`config.mk`:
```
export PLATFORM = sky130hd
export DESIGN_NAME = stream_mux_rr
export DESIGN_NICKNAME = d
export VERILOG_FILES = /design/src/rtl/stream_mux_rr.sv
export SDC_FILE = /design/constraint.sdc
export NUM_CORES = 1
export LEC_CHECK = 0
export CAP_MARGIN = 10
export CORE_UTILIZATION = 36
export CTS_BUF_LIST = sky130_fd_sc_hd__clkbuf_2
export CTS_CLUSTER_DIAMETER = 50
export DETAILED_ROUTE_END_ITERATION = 8
export GPL_ROUTABILITY_DRIVEN = 0
export GPL_TIMING_DRIVEN = 0
export PLACE_DENSITY = 0.87
export SLEW_MARGIN = 20
export SYNTH_ARGS = -nofsm -noshare
export SYNTH_HDL_FRONTEND = slang
export SYNTH_SLANG_ARGS = --single-unit
```
`constraint.sdc`:
```
create_clock -name MUX_CLOCK_50 -period 4.7 [get_ports MUX_CLOCK_50]
set_input_delay 1.41 -clock MUX_CLOCK_50 [delete_from_list [all_inputs] [get_ports MUX_CLOCK_50]]
set_output_delay 1.41 -clock MUX_CLOCK_50 [all_outputs]
set_load 0.01 [all_outputs]
```
`src/rtl/stream_mux_rr.sv`:
```
// stream_mux_rr: N:1 valid/ready stream mux with round-robin or forced select and a registered output.
// Optional packet lock (grant held until Last) is enabled by defining STREAM_MUX_LOCK_EN.
module stream_mux_rr #(
  parameter int DATA_WIDTH = 32,
  parameter int NUM_CH = 4,
  localparam int CH_W = $clog2(NUM_CH)
) (
  input  logic                         MUX_CLOCK_50,
  input  logic                         MUX_RESET_InHigh,
  input  logic [NUM_CH*DATA_WIDTH-1:0] MUX_Data_InBUS,
  input  logic [NUM_CH-1:0]            MUX_Valid_InBUS,
  output logic [NUM_CH-1:0]            MUX_Ready_OutBUS,
  input  logic                         MUX_Mode_In,
  input  logic [CH_W-1:0]              MUX_Sel_InBUS,
`ifdef STREAM_MUX_LOCK_EN
  input  logic [NUM_CH-1:0]            MUX_Last_InBUS,
  output logic                         MUX_Last_Out,
`endif
  output logic [DATA_WIDTH-1:0]        MUX_Data_OutBUS,
  output logic                         MUX_Valid_Out,
  input  logic                         MUX_Ready_In,
  output logic [CH_W-1:0]              MUX_Ch_OutBUS
);

  logic [CH_W-1:0] ptr_q;
  logic [CH_W-1:0] arb_gnt;
  logic            arb_vld;
  logic [CH_W-1:0] gnt;
  logic            gnt_vld;
  logic [CH_W-1:0] gnt_nxt;
  logic            sel_ok;
  logic            free;
  logic            xfer;
  logic            pkt_end;

`ifdef STREAM_MUX_LOCK_EN
  logic            lock_q;
  logic [CH_W-1:0] lock_ch_q;
`endif

  assign free = !MUX_Valid_Out || MUX_Ready_In;

  // Non-power-of-two channel counts leave select codes that map to no channel.
  if ((1 << CH_W) == NUM_CH) begin : g_sel_full
    assign sel_ok = 1'b1;
  end else begin : g_sel_part
    assign sel_ok = MUX_Sel_InBUS < CH_W'(NUM_CH);
  end

  always_comb begin
    int idx;
    idx = 0;
    arb_gnt = '0;
    arb_vld = 1'b0;
    if (MUX_Mode_In) begin
      arb_gnt = MUX_Sel_InBUS;
      arb_vld = sel_ok && MUX_Valid_InBUS[MUX_Sel_InBUS];
    end else begin
      // Walk downward so the channel closest to ptr is the last writer.
      for (int i = NUM_CH - 1; i >= 0; i--) begin
        idx = (int'(ptr_q) + i) % NUM_CH;
        if (MUX_Valid_InBUS[idx]) begin
          arb_vld = 1'b1;
          arb_gnt = CH_W'(idx);
        end
      end
    end
  end

`ifdef STREAM_MUX_LOCK_EN
  always_comb begin
    gnt     = arb_gnt;
    gnt_vld = arb_vld;
    if (lock_q) begin
      gnt     = lock_ch_q;
      gnt_vld = MUX_Valid_InBUS[lock_ch_q];
    end
  end

  assign pkt_end = MUX_Last_InBUS[gnt];
`else
  assign gnt     = arb_gnt;
  assign gnt_vld = arb_vld;
  assign pkt_end = 1'b1;
`endif

  always_comb begin
    MUX_Ready_OutBUS = '0;
    if (!MUX_RESET_InHigh && free && gnt_vld) begin
      MUX_Ready_OutBUS[gnt] = 1'b1;
    end
  end

  assign xfer = free && gnt_vld;

  assign gnt_nxt = (int'(gnt) == NUM_CH - 1) ? '0 : gnt + 1'b1;

  always_ff @(posedge MUX_CLOCK_50 or posedge MUX_RESET_InHigh) begin
    if (MUX_RESET_InHigh) begin
      MUX_Valid_Out   <= 1'b0;
      MUX_Data_OutBUS <= '0;
      MUX_Ch_OutBUS   <= '0;
      ptr_q           <= '0;
`ifdef STREAM_MUX_LOCK_EN
      MUX_Last_Out    <= 1'b0;
      lock_q          <= 1'b0;
      lock_ch_q       <= '0;
`endif
    end else begin
      if (xfer) begin
        MUX_Valid_Out   <= 1'b1;
        MUX_Data_OutBUS <= MUX_Data_InBUS[int'(gnt)*DATA_WIDTH +: DATA_WIDTH];
        MUX_Ch_OutBUS   <= gnt;
        if (!MUX_Mode_In && pkt_end) begin
          ptr_q <= gnt_nxt;
        end
`ifdef STREAM_MUX_LOCK_EN
        MUX_Last_Out <= pkt_end;
        lock_q       <= !pkt_end;
        lock_ch_q    <= gnt;
`endif
      end else if (MUX_Ready_In) begin
        MUX_Valid_Out <= 1'b0;
      end
    end
  end

endmodule

```
==> impl_metrics.toml <==
[power]
powerDensity_nw_per_um2 = 352
ir_worst_vdd_mv = 0.179
power.leakage_nw = 1.88
power.total_mw = 1.54

[routing]
drt_first_pass_iters = 6
via_per_inst = 5.35
ant_nets = 0
drc_errors = 24
routed_wl_mm = 8.65
wl_per_cell_um = 17.4
drt_iter0_drc = 120
vias = 2656

[synth]
syn_nets = 374
synth_common_cells = "64 x mux2i_1, 38 x nand2_1, 37 x dfrtp_1, 32 x o221ai_1, 12 x buf_2"
ys_types = 32
ys.warnings.count = 0
syn_avg_cell_area_um2 = 10.4
syn-cell-area_um2 = 2440
synth.top_cell.area_share_pct = 38.0
synth-seq-area-share_pct = 38.0
ys.flop_type = "dfrtp_1"
synthArstFlopShare_pct = 100
synthesis.instances = 234
synth.most_common_cell = "mux2i_1"
synth-edff-count = 0
synthTopCellsByArea = "dfrtp_1 38%, mux2i_1 26%, o221ai_1 12%"
yosysTopAreaCell = "dfrtp_1"
synth_seq_cells = 37

[clock_tree]
cts_max_level = 2
cts_tree = "built"
cts_hold_buf = 0
cts_sinks = 37
cts_buffers = 5
clk_pin_slew_ns = 0.20
cts_buffer_depth = 2
clk_latency_ns = 0.40
ctsRootBufferMaster = "clkbuf_2"

[worst_setup_path]
reg2regPathDepth = 8
arrival_ns = 3.21
reg2reg_to = "MUX_Data_OutBUS[26]$_DFFE_PP0P_"
worstReg2RegStart = "ptr_q[0]$_DFFE_PP0P_"
critical_path_class = "input pin to output port"
required_ns = 3.29
crit_start = "MUX_Valid_InBUS[3]"
cp_max_fo = 5
endpoint_kind = "output port"
start_kind = "input pin"
timing.reg2reg.setup_slack_ns = 2.42

[grt]
grt_max_degree = 23
track_usage_pct = 25.0
grt_pass1_wl_mm = 13.7
gr-total-overflow = 0
antenna_found_initial = 0
grt_pass1_vias = 2744

[outcome]
outcome = "complete, but fails checks"
violations = "design-rule violations"

[floorplan]
rows = 29
dieWidth_um = 84.3
die_y_um = 84.3
design.core.area_um2 = 6460
initial_utilization_pct = 37.7
die_area_um2 = 7100
ios = 177

[sta]
finalCritPeriodShare_pct = 98.3
rsz0062_at_grt = "true"
setup_viol = 0
worst_slew_pin_slew_ns = 0.498
final.setup_skew_ns = 0.0316
hold_viol = 0
worst_slack_ns = 0.0810
fmaxAchievable_mhz = 216
slew_violations = 0
slew_headroom_pct = 66.6
fin_crit_ns = 4.62

[cells_and_area]
drive_gt1_share_pct = 11.2
layout.area.seq_um2 = 926
area_delta_synth_final_pct = 79.4
multi_input_area_um2 = 1390
finalNetCount = 559
fill_cells = 533
fin_area_um2 = 4370
n_antenna_cell = 0

[worst_hold_path]
hp-start = "MUX_Data_OutBUS[0]$_DFFE_PP0P_"
hold_path_depth = 2
hold_path.class = "register to register"
whs_endpoint = "MUX_Data_OutBUS[0]$_DFFE_PP0P_"

[job]
drv_cap = 0

[placement]
dp_hpwl_mm = 6.94
place_ws_ns = -0.911
placed_cell_area_um2 = 4310
port_buffers = 175
==> layer usage <==
metal	vias to the layer above	GRT usage, %	share of wire [%]
met5	-	0	0
met1	1280	27.0	37
met2	118	48.3	54
met4	0	6.11	1.1
met3	7	6.59	7.9
li1	1251	-	-
==> flip-flops by register name, indices dropped and copies added, names as in the netlist <==
name,cells
MUX_Data_OutBUS,32
MUX_Ch_OutBUS,2
ptr_q,2
MUX_Valid_Out,1
==> where the power goes <==
group | switching (mW) | internal, mW | total [mW] | leakage, nW
clock network | 0.109 | 0.0320 | 0.141 | 0.0225
registers | 0.0695 | 0.425 | 0.495 | 0.451
logic | 0.391 | 0.510 | 0.900 | 1.41
==> what timing repair did <==
item / 4_1_cts / 5_1_grt
gates cloned: 0 / 0
setup endpoints to repair: 4 / 4
gates resized for setup: 42 / 2
pin swaps: 2 / 2
setup buffers: 2 / 0
==> worst max-delay path by stage <==
stage	cells past startpoint	endpoint	slack, ns
2_1_floorplan	8	MUX_Ready_OutBUS[3]	0.30
3_3_place_gp	10	MUX_Ready_OutBUS[3]	-0.80
3_5_place_dp	10	MUX_Ready_OutBUS[3]	-0.91
4_1_cts	10	MUX_Ready_OutBUS[3]	-0.004
5_1_grt	10	MUX_Ready_OutBUS[3]	-0.004
6_report	10	MUX_Ready_OutBUS[3]	0.08
==> worst max-delay path: stages <==
cell and delay [ns]:
clkdlybuf4s15_2 0.21, nor2b_1 0.15, mux4_2 0.50, nor3_4 0.19, o31ai_4 0.09, buf_6 0.13
inv_2 0.05, ha_1 0.13, nor3b_2 0.18, buf_2 0.16
==> area by class of cell <==
cell class	instances	share of cell area, %
timing repair buffer	178	40.3
multi-input combinational	172	31.7
sequential	37	21.2
buffer	21	3.44
tap	77	2.20
clock buffer	5	0.573
inverter	4	0.344
clock inverter	2	0.258
==> logic make-up after synthesis <==
family,share of synthesized area (%)
flops,38.0
mux,28.6
buf+inv,5.75
fa+ha+maj,1.03
simple gates,11.4
compound gates,15.2
==> through the flow <==
stage | std cells | hold WS (ns) | util, % | TNS, ns
final | 496 | 0.512 | 67.7 | 0
after global routing | 496 | 0.542 | 67.7 | -0.00356
after CTS | 496 | 0.516 | 67.9 | -0.00369
after detailed placement | 487 | 0.476 | 66.8 | -3.32
after global placement | 486 | 0.470 | 66.3 | -2.99
after floorplan | 234 | 0.515 | - | 0
==> layout by cell type, fill, tap and decap left out, drive strengths merged, types with 4 or more instances in the layout <==
| master | netlist | routed |
|---|---|---|
| o221ai | 32 | 32 |
| clkbuf | 4 | 9 |
| dfrtp | 37 | 37 |
| mux2i | 64 | 64 |
| nor2b | 4 | 4 |
| inv | 4 | 4 |
| buf | 17 | 27 |
| nand2 | 38 | 38 |
| clkdlybuf4s50 | 0 | 166 |
| nand2b | 5 | 5 |
Note: power is estimated with default switching activity, not from simulation.
